[config.mk]
export PLATFORM = sky130hd
export DESIGN_NAME = group_update_sequencer
export DESIGN_NICKNAME = d
export VERILOG_FILES = /design/src/rtl/group_update_sequencer.sv
export SDC_FILE = /design/constraint.sdc
export NUM_CORES = 1
export LEC_CHECK = 0
export BUFFER_PORTS_ARGS = -buffer_cell sky130_fd_sc_hd__buf_2
export CELL_PAD_IN_SITES_DETAIL_PLACEMENT = 1
export CELL_PAD_IN_SITES_GLOBAL_PLACEMENT = 1
export CORE_MARGIN = 3
export CORE_UTILIZATION = 40
export CTS_CLUSTER_DIAMETER = 200
export CTS_CLUSTER_SIZE = 10
export DETAILED_ROUTE_END_ITERATION = 8
export GPL_TIMING_DRIVEN = 0
export PLACE_DENSITY_LB_ADDON = 0.1
export SYNTH_ARGS = -nofsm -noshare
export SYNTH_HDL_FRONTEND = slang
export SYNTH_SLANG_ARGS = --single-unit
[constraint.sdc]
create_clock -name clk -period 3.3 [get_ports clk]
set_input_delay 0.165 -clock clk [delete_from_list [all_inputs] [get_ports clk]]
set_output_delay 0.165 -clock clk [all_outputs]
set_load 0.005 [all_outputs]
[src/rtl/group_update_sequencer.sv]
// Colour-group sweep sequencer for the p-bit update-order LUT.
// Holds each group for a fixed time, then hands off a snapshot.
module group_update_sequencer #(
   parameter int NUM_GROUPS  = 4,
   parameter int GROUP_W     = 3,
   parameter int HOLD_CYCLES = 4,
   parameter int SWEEP_W     = 16
) (
   input  logic               clk,
   input  logic               rst_n,
   input  logic               start,
   input  logic               stop,
   input  logic [SWEEP_W-1:0] num_sweeps,
   output logic [0:GROUP_W-1] group_EN,
   output logic               group_valid,
   output logic               snap_req,
   input  logic               snap_ack,
   output logic [SWEEP_W-1:0] sweep_count,
   output logic               busy,
   output logic               done
);
   localparam int HW = (HOLD_CYCLES > 1) ? $clog2(HOLD_CYCLES) : 1;
   localparam logic [HW-1:0]      LAST_H = HW'(HOLD_CYCLES - 1);
   localparam logic [GROUP_W-1:0] LAST_G = GROUP_W'(NUM_GROUPS - 1);

   localparam logic [1:0] S_IDLE   = 2'd0;
   localparam logic [1:0] S_UPDATE = 2'd1;
   localparam logic [1:0] S_SNAP   = 2'd2;
   localparam logic [1:0] S_FINISH = 2'd3;

   logic [1:0]         r_state;
   logic [HW-1:0]      r_hold;
   logic [0:GROUP_W-1] r_group;
   logic               r_valid;
   logic               r_snap;
   logic [SWEEP_W-1:0] r_count;
   logic [SWEEP_W-1:0] r_num;
   logic               r_stop;
   logic               r_busy;
   logic               r_done;

   logic w_last_hold;
   logic w_last_group;
   logic w_run_done;

   assign w_last_hold  = (r_hold == LAST_H);
   assign w_last_group = (r_group == LAST_G);
   // A stop arriving with the ack still ends the run at this boundary
   assign w_run_done   = ((r_num != '0) && (r_count == r_num))
                         || r_stop || stop;

   always_ff @(posedge clk or negedge rst_n) begin
      if (!rst_n) begin
         r_state <= S_IDLE;
         r_hold  <= '0;
         r_group <= '0;
         r_valid <= 1'b0;
         r_snap  <= 1'b0;
         r_count <= '0;
         r_num   <= '0;
         r_stop  <= 1'b0;
         r_busy  <= 1'b0;
         r_done  <= 1'b0;
      end else begin
         if (r_state != S_IDLE && stop) begin
            r_stop <= 1'b1;
         end
         unique case (r_state)
            S_IDLE: begin
               if (start) begin
                  r_num   <= num_sweeps;
                  r_count <= '0;
                  r_stop  <= 1'b0;
                  r_hold  <= '0;
                  r_group <= '0;
                  r_valid <= 1'b1;
                  r_busy  <= 1'b1;
                  r_state <= S_UPDATE;
               end
            end
            S_UPDATE: begin
               if (w_last_hold) begin
                  r_hold <= '0;
                  if (w_last_group) begin
                     r_count <= r_count + SWEEP_W'(1);
                     r_valid <= 1'b0;
                     r_snap  <= 1'b1;
                     r_state <= S_SNAP;
                  end else begin
                     r_group <= r_group + GROUP_W'(1);
                  end
               end else begin
                  r_hold <= r_hold + HW'(1);
               end
            end
            S_SNAP: begin
               if (snap_ack) begin
                  r_snap <= 1'b0;
                  r_hold <= '0;
                  r_group <= '0;
                  if (w_run_done) begin
                     r_done  <= 1'b1;
                     r_state <= S_FINISH;
                  end else begin
                     r_valid <= 1'b1;
                     r_state <= S_UPDATE;
                  end
               end
            end
            S_FINISH: begin
               r_done  <= 1'b0;
               r_busy  <= 1'b0;
               r_state <= S_IDLE;
            end
            default: r_state <= S_IDLE;
         endcase
      end
   end

   assign group_EN    = r_group;
   assign group_valid = r_valid;
   assign snap_req    = r_snap;
   assign sweep_count = r_count;
   assign busy        = r_busy;
   assign done        = r_done;

endmodule
==> results of run 1 <==
-- stage by stage --
stage | utilization [%] | hold slack (ns)
after floorplan | - | -0.131
after global placement | 47.3 | 0.354
after detailed placement | 47.3 | 0.360
after CTS | 49.2 | 0.0432
after global routing | 49.2 | 0.0473
final | 49.2 | 0.0320
-- power by group --
part           switching (mW)  internal [mW]  leakage [nW]
Combinational           0.360          0.293         0.743
Sequential              0.170          0.706         0.561
Clock                   0.187          0.225        0.0552
-- state kept, by name (all words and copies together) (netlist names), 2 cells and up --
name and count:
sweep_count 16, r_hold 2, group_EN 3, r_state 2
r_num 16
-- logic make-up (layout without fill, tap and decap cells) --
family | after synthesis | after routing
AND/OR/NAND/NOR | 118 | 118
AO/OA/AOI/OAI | 47 | 47
flip-flops | 44 | 44
XOR/XNOR | 20 | 20
buffers and inverters | 18 | 69
multiplexers | 6 | 6
adder cells (fa/ha/maj) | 4 | 4
-- how the worst min path moves through the flow --
stage	endpoint	from	cells past startpoint	slack, ns
2_1_floorplan	busy$_DFFE_PN0P_	rst_n	0	-0.13
3_3_place_gp	r_num[15]$_DFFE_PN0P_	num_sweeps[15]	3	0.35
3_5_place_dp	r_num[3]$_DFFE_PN0P_	num_sweeps[3]	3	0.36
4_1_cts	r_num[2]$_DFFE_PN0P_	num_sweeps[2]	3	0.04
5_1_grt	r_num[1]$_DFFE_PN0P_	num_sweeps[1]	3	0.05
6_report	snap_req$_DFFE_PN0P_	rst_n	1	0.03
-- cells in the mapped netlist, drive strengths merged, types with 3 or more instances --
| master | n |
|---|---|
| nand2 | 63 |
| dfrtp | 44 |
| a21oi | 18 |
| xor2 | 16 |
| nor2 | 11 |
| nand3 | 10 |
| nor4 | 8 |
| or4 | 8 |
| clkbuf | 7 |
| inv | 7 |
| o21ai | 7 |
| o31ai | 7 |
| buf | 4 |
| ha | 4 |
| nand2b | 4 |
| xnor2 | 4 |
| and2 | 3 |
| mux2 | 3 |
| mux2i | 3 |
| nor2b | 3 |
-- layer usage --
metal | up-vias | routed length (um) | global-route usage (%)
met2 | 39 | 2690 | 27.6
met3 | 6 | 254 | 3.90
met1 | 970 | 2950 | 29.0
met4 | 0 | 52 | 5.15
met5 | - | 0 | 0
li1 | 1005 | - | -
-- area by class of cell --
cell class	instances	area share (%)
multi-input combinational	195	42.1
clock inverter	2	1.28
timing repair buffer	43	7.84
clock buffer	6	2.64
tap	72	3.28
sequential	44	40.1
inverter	7	0.958
buffer	11	1.78
==> out/qor.yml, run 1 <==
status: "complete, no violations"
yosys.area_share.simple_pct: 24.2
finalPower_mw: 1.94
cts-htree-levels: 2
cap_violations: 0
clock_latency_ns: 0.30
finalSetupTns_ns: 0
worstPathArrival_ns: 2.41
crit_path_end: "sweep_count[11]$_DFFE_PN0P_"
syn_to_final_growth_pct: 17.7
final_hold_viol_count: 0
critPathCaptureType: "register"
post-dp-hpwl_mm: 4.43
period_minus_slack_ns: 2.18
dr.pass1.iters: 4
cp_slowest_cell: "or4_1"
layout.nets: 332
crit_cells: 7
vias: 2020
syn_inst: 257
ir_drop_v: 0.000382
stdcell_area_um2: 2740
p_leak_nw: 1.36
regArea_um2: 1100
place_inst: 372
portBuffers: 43
synth_top_area_share_pct: 47.2
crit_start: "group_EN[2]$_DFFE_PN0P_"
multiInputGateArea_um2: 1150
synth_nets: 282
synth_edf_count: 0
antenna_found_initial: 0
path_buf_inv: 1
wire_per_inst_um: 15.7
vias_per_cell: 5.32
instances_no_fill: 380
fill_cells: 691
crit_family: "simple AND/OR/NAND/NOR gates"
path_cells: "ha_1, ha_1, nand3_2, a211o_1, buf_6, or4_1, a21oi_1"
ys_seq_area_share_pct: 47.2
synth-seq-cells: 44
drc: 0
rsz0062_at_grt: "no"
finalWorstSetupSlack_ns: 1.12
r2r_slack_ns: 1.12
dieArea_um2: 6780
io_pins: 44
ys.flop_type: "dfrtp_1"
place_ws_ns: 1.10
core_um2: 5570
crit_type: "register to register"
grt_pass1_vias: 1937
drt.antenna.violating_nets: 0
globalplace.congestion: 0.763
clkSinkCount: 44
cts.path.max_buffers: 2
synth_compound_area_share_pct: 13.0
clk_pin_slew_ns: 0.08
antenna-diode-count: 0
synth_fa_ha_area_share_pct: 2.15
std_cell_rows: 27
critPathRequiredTime_ns: 3.52
hold_path_class: "input pin to async pin"
gr-total-overflow: 0
worst_setup_path_start_kind: "register"
ctsResizeCount: 0
layout_common_cells: "nand2_1 (63), dfrtp_1 (44), buf_2 (43)"
root_buffer: "clkbuf_8"
reg2reg_depth: 7
drive_gt1_share_pct: 17.9
max_freq_mhz: 458
r2r-end: "sweep_count[11]$_DFFE_PN0P_"
worst_path_largest_cell_delay_ns: 0.46
crit_top_cell: "ha_1"
fp.dieW_um: 82.3
crit_fanout: 10
synth_cell_type_count: 37
start_util_pct: 41.8
grt_pass1_wl_mm: 9.94
synth_area_leaders: "dfrtp_1 (47%), nand2_1 (10%), xor2_1 (6.0%)"
cts_hold_buf: 0
dieHeight_um: 82.3
timing.rr.start: "group_EN[2]$_DFFE_PN0P_"
postPlaceCellArea_um2: 2640
synth_top_family_by_area: "simple AND/OR/NAND/NOR gates"
syn_area_um2: 2330
fin_crit_sh_pct: 66.2
synth.mux.area_fraction_pct: 2.74
power_density_nw_per_um2: 707
ys_warn_count: 0
cts_setup_buffers: 0
synth-xor-area-share_pct: 7.51
synth_top_cell_by_area: "dfrtp_1"
synth_async_sr_flop_share_pct: 100
numCtsBuffers: 5
syn_area_per_cell_um2: 9.07
finalMaxSlewViolations: 0
grt_max_degree: 45
grtUsageTotal_pct: 19.2
worstMarginPinSlew_ns: 1.02
dr.first_iter.drc_count: 74
setup_viol: 0
cts_tree: "done"
wirelength_mm: 5.95
final_common_cell: "nand2_1"
maxSlewHeadroom_pct: 31.9
finalClockSkew_ns: 0.00782
Note: power is estimated with default switching activity, not from simulation.
==> inputs of run 2 (changes only) <==
==> constraint.sdc (replaced) <==
create_clock -name clk -period 2.1 [get_ports clk]
set_input_delay 0.105 -clock clk [delete_from_list [all_inputs] [get_ports clk]]
set_output_delay 0.105 -clock clk [all_outputs]
set_load 0.005 [all_outputs]
==> out/qor.yml, run 2 (synthesis gave the netlist of run 1 again) <==
std_cell_rows: 27  # unchanged
setup_viol: 0  # unchanged
violations: "negative hold slack"
regArea_um2: 1100  # unchanged
clk_pin_slew_ns: 0.09  # about the same
portBuffers: 43  # unchanged
hold_path_class: "input pin to async pin"
dr.first_iter.drc_count: 91  # +23%
timing.rr.start: "group_EN[1]$_DFFE_PN0P_"
wirelength_mm: 6.21  # +4.4%
crit_path_end: "sweep_count[9]$_DFFE_PN0P_"
fin_crit_sh_pct: 95.4  # +29 points
drive_gt1_share_pct: 20.4  # +2.6 points
grt_pass1_vias: 1978  # +2.1%
grtUsageTotal_pct: 19.6  # +0.34 points
io_pins: 44  # unchanged
finalWorstSetupSlack_ns: 0.0967  # -1.02 ns
cp_slowest_cell: "or4_1"
cts-htree-levels: 2  # unchanged
final_common_cell: "nand2_1"
reg2reg_depth: 7  # unchanged
antenna_found_initial: 0  # unchanged
max_freq_mhz: 499  # +9.0%
maxSlewHeadroom_pct: 30.9  # -1.0 points
worst_setup_path_start_kind: "register"
drc: 0  # unchanged
power_density_nw_per_um2: 1070  # +52%
globalplace.congestion: 0.763  # unchanged
root_buffer: "clkbuf_8"
finalClockSkew_ns: 0.00825  # +0.000430 ns
syn_to_final_growth_pct: 25.3
postPlaceCellArea_um2: 2640  # unchanged
fin_hold_ws_ns: -0.0272  # -0.0592 ns
clock_latency_ns: 0.30  # about the same
fill_cells: 684  # -1.0%
dieArea_um2: 6780  # unchanged
start_util_pct: 41.8  # unchanged
r2r-end: "sweep_count[9]$_DFFE_PN0P_"
antenna-diode-count: 0  # unchanged
final_hold_viol_count: 22  # +22
vias_per_cell: 5.29  # -0.56%
drt.antenna.violating_nets: 0  # unchanged
numCtsBuffers: 5  # unchanged
p_leak_nw: 1.43  # +5.3%
wire_per_inst_um: 15.7  # +0.41%
multiInputGateArea_um2: 1180  # +2.4%
fp.dieW_um: 82.3  # unchanged
cts.path.max_buffers: 2  # unchanged
dieHeight_um: 82.3  # unchanged
critPathCaptureType: "register"
cts_tree: "done"
r2r_slack_ns: 0.1  # -1.02 ns
layout_common_cells: "nand2_1 (63), buf_2 (44), dfrtp_1 (44)"
finalSetupTns_ns: 0  # unchanged
period_minus_slack_ns: 2.00  # -0.180 ns
layout.nets: 347  # +4.5%
status: "finished, violations left"
crit_type: "register to register"
core_um2: 5570  # unchanged
worstMarginPinSlew_ns: 1.04  # +0.0150 ns
cap_violations: 0  # unchanged
clkSinkCount: 44  # unchanged
crit_fanout: 6  # -4
post-dp-hpwl_mm: 4.43  # unchanged
grt_max_degree: 45  # unchanged
critPathRequiredTime_ns: 2.33  # -1.19 ns
stdcell_area_um2: 2920  # +6.5%
path_cells: "ha_2, ha_4, nand3_4, a211o_1, buf_4, or4_1, a21oi_1"
dr.pass1.iters: 4  # unchanged
grt_pass1_wl_mm: 10.1  # +1.7%
crit_start: "group_EN[1]$_DFFE_PN0P_"
gr-total-overflow: 0  # unchanged
fin_util_pct: 52.4  # +3.2 points
finalMaxSlewViolations: 0  # unchanged
worstPathArrival_ns: 2.23  # -0.18 ns
ir_drop_v: 0.000582  # +53%
vias: 2088  # +3.4%
place_ws_ns: -0.0958  # -1.20 ns
worst_path_largest_cell_delay_ns: 0.46  # about the same
-- run 2: changes by cell type in the layout (fill, tap and decap cells not counted), sizes merged --
cell | before | now
clkbuf | 13 | 12
dlygate4sd3 | 0 | 12
buf | 47 | 51
-- run 2: through the flow --
| step | hold WS (ns) | total power [mW] | cells |
|---|---|---|---|
| after global placement | 0.294 | 2.39 | 372 |
| after floorplan | -0.191 | 2.06 | 257 |
| final | -0.0272 | 3.14 | 395 |
| after global routing | 0.00318 | 3.40 | 395 |
| after detailed placement | 0.300 | 2.44 | 372 |
| after CTS | 0.00895 | 3.15 | 393 |
-- run 2: where the power goes --
part	switching, mW	internal, mW	total [mW]	leakage [nW]
clock network	0.296	0.353	0.649	0.0552
logic	0.594	0.514	1.11	0.815
registers	0.270	1.11	1.38	0.561
total	1.16	1.98	3.14	1.43
-- run 2: how the worst min path moves through the flow --
stage,endpoint,slack (ns),cells after the start,start
global route,r_num[8]$_DFFE_PN0P_,0.003,3,num_sweeps[8]
CTS,r_num[8]$_DFFE_PN0P_,0.009,3,num_sweeps[8]
floorplan,busy$_DFFE_PN0P_,-0.19,0,rst_n
finish,snap_req$_DFFE_PN0P_,-0.03,1,rst_n
detailed placement,r_num[3]$_DFFE_PN0P_,0.30,3,num_sweeps[3]
global placement,r_num[15]$_DFFE_PN0P_,0.29,3,num_sweeps[15]
-- run 2: final cells by class --
type                            instances  share of cell area, %
Clock buffer                            6                   2.48
Multi-Input combinational cell        195                   40.5
Tap cell                               72                   3.08
Sequential cell                        44                   37.7
Buffer                                 10                   1.67
Inverter                                7                  0.899
Timing Repair Buffer                   59                   12.5
Clock inverter                          2                   1.20
-- run 2: what timing repair did --
action,CTS,global route
gates resized for setup,3,8
endpoints found under the hold margin,12,0
setup buffers,1,3
pin swaps,0,1
endpoints found under the setup margin,13,21
hold buffers,12,0
-- run 2: worst max-delay path: cells and delay by family, from the launching register on --
| kind | cells | cell delay, ns |
|---|---|---|
| AOI/OAI and AO/OA | 2 | 0.48 |
| DFF | 1 | 0.37 |
| buffers and inverters | 1 | 0.15 |
| and+or+nand+nor | 2 | 0.57 |
| adders and majority gates | 2 | 0.35 |
-- run 2: metal layers --
layer | up-vias | GRT usage [%] | part of all wire (%)
met2 | 39 | 28.3 | 45
met4 | 0 | 5.15 | 1.6
li1 | 1031 | - | -
met3 | 14 | 3.90 | 4.0
met5 | - | 0 | 0
met1 | 1004 | 29.5 | 50
==> inputs of run 3 (changes only) <==
--- a/config.mk
+++ b/config.mk
@@ -14,6 +14,7 @@
 export CTS_CLUSTER_SIZE = 10
 export DETAILED_ROUTE_END_ITERATION = 8
 export GPL_TIMING_DRIVEN = 0
+export MAX_ROUTING_LAYER = met4
 export PLACE_DENSITY_LB_ADDON = 0.1
 export SYNTH_ARGS = -nofsm -noshare
 export SYNTH_HDL_FRONTEND = slang
==> out/qor.yml, run 3 (synthesis gave the netlist of run 1 again) <==
antenna-diode-count: 0  # unchanged
antenna_found_initial: 0  # unchanged
layout.nets: 347  # unchanged
drt.antenna.violating_nets: 0  # unchanged
maxSlewHeadroom_pct: 31.3  # +0.39 points
crit_type: "register to register"
r2r_slack_ns: 0.10  # about the same
wirelength_mm: 6.17  # -0.69%
violations: "negative hold slack"
dr.pass1.iters: 4  # unchanged
dieArea_um2: 6780  # unchanged
finalMaxSlewViolations: 0  # unchanged
portBuffers: 43  # unchanged
vias_per_cell: 5.28  # about the same
finalPower_mw: 3.13  # -0.21%
worst_setup_path_start_kind: "register"
dieHeight_um: 82.3  # unchanged
finalClockSkew_ns: 0.00799  # -0.000264 ns
max_freq_mhz: 501  # +0.36%
post-dp-hpwl_mm: 4.43  # unchanged
io_pins: 44  # unchanged
cts.path.max_buffers: 2  # unchanged
critPathRequiredTime_ns: 2.32  # about the same
layout_common_cells: "nand2_1 (63), buf_2 (44), dfrtp_1 (44)"
clkSinkCount: 44  # unchanged
fin_crit_sh_pct: 95.1  # -0.34 points
wire_per_inst_um: 15.6  # -0.69%
drive_gt1_share_pct: 20.7  # +0.31 points
core_um2: 5570  # unchanged
worstMarginPinSlew_ns: 1.03  # -0.00584 ns
p_leak_nw: 1.43  # about the same
grt_pass1_vias: 1979  # +0.051%
ir_drop_v: 0.000583  # +0.15%
gr-total-overflow: 0  # unchanged
clock_latency_ns: 0.30  # about the same
cts-htree-levels: 2  # unchanged
fin_hold_ws_ns: -0.0295  # -0.00234 ns
drc: 0  # unchanged
hold_path_class: "input pin to async pin"
grt_max_degree: 45  # unchanged
place_ws_ns: -0.0958  # unchanged
worstPathArrival_ns: 2.22  # about the same
grt_pass1_wl_mm: 10.1  # about the same
final_hold_viol_count: 26  # +18%
root_buffer: "clkbuf_8"
std_cell_rows: 27  # unchanged
final_common_cell: "nand2_1"
finalWorstSetupSlack_ns: 0.104  # +0.00723 ns
fp.dieW_um: 82.3  # unchanged
clk_pin_slew_ns: 0.09  # about the same
period_minus_slack_ns: 2.00  # -0.00723 ns
crit_fanout: 6  # unchanged
critPathCaptureType: "register"
numCtsBuffers: 5  # unchanged
syn_to_final_growth_pct: 25.5
fin_util_pct: 52.5  # +0.067 points
dr.first_iter.drc_count: 92  # +1.1%
start_util_pct: 41.8  # unchanged
power_density_nw_per_um2: 1070  # -0.34%
cap_violations: 0  # unchanged
globalplace.congestion: 0.773  # +1.3%
setup_viol: 0  # unchanged
status: "finished, violations left"
rsz0062_at_grt: "yes"
grtUsageTotal_pct: 20.1  # +0.55 points
cts_tree: "done"
vias: 2087  # -0.048%
run 3: cell counts in the layout (fill, tap and decap cells not counted):
Identical to the previous run, type by type.
run 3: through the flow:
stage / setup TNS (ns) / std cells / hold WS [ns] / cell area (um^2)
2_1_floorplan: 0 / 257 / -0.191 / 2330
3_3_place_gp: -0.233 / 372 / 0.294 / 2640
3_5_place_dp: -0.403 / 372 / 0.300 / 2640
4_1_cts: 0 / 393 / 0.00895 / 2880
5_1_grt: -0.0000722 / 395 / 0.00320 / 2930
6_report: 0 / 395 / -0.0295 / 2930
run 3: worst paths after layout:
kind | from | endpoint | cells after the start
setup / recovery | group_EN[1]$_DFFE_PN0P_ | sweep_count[9]$_DFFE_PN0P_ | 7
hold / removal | rst_n | snap_req$_DFFE_PN0P_ | 1
setup reg to reg | group_EN[1]$_DFFE_PN0P_ | sweep_count[9]$_DFFE_PN0P_ | 7
hold reg to reg | r_hold[1]$_DFFE_PN0P_ | r_hold[1]$_DFFE_PN0P_ | 1
max in group asynchronous | rst_n | sweep_count[2]$_DFFE_PN0P_ | 1
min in group clk | num_sweeps[8] | r_num[8]$_DFFE_PN0P_ | 3
run 3: final cells by class:
type,instances,area [um^2]
clock buffer,6,72.6
sequential,44,1100
tap,72,90.1
fill,683,2650
buffer,10,48.8
multi-input combinational,195,1190
inverter,7,26.3
clock inverter,2,35.0
timing repair buffer,59,365
run 3: timing repair:
| action | CTS | global route |
|---|---|---|
| hold endpoints to repair | 12 | 0 |
| resized for setup | 3 | 9 |
| buffers inserted | 1 | 3 |
| pin swaps | 0 | 1 |
| hold buffers | 12 | 0 |
| setup endpoints to repair | 13 | 21 |
run 3: layer usage:
metal | track usage [%] | share of wire, % | vias to the layer above
met5 | - | 0 | -
met4 | 5.15 | 1.5 | 0
met3 | 3.90 | 4.0 | 13
met2 | 28.4 | 45 | 37
met1 | 29.4 | 50 | 1004
li1 | - | - | 1033
run 3: where the power goes:
part / internal, mW / switching (mW) / total (mW)
sequential: 1.11 / 0.268 / 1.38
clock: 0.353 / 0.294 / 0.648
combinational: 0.513 / 0.591 / 1.10
total: 1.98 / 1.15 / 3.13
run 3: critical path: stages (launching register included):
cell and delay (ns):
dfrtp_1 0.37, ha_2 0.19, ha_4 0.16, nand3_4 0.11, a211o_1 0.32, buf_4 0.15, or4_1 0.46, a21oi_1 0.16
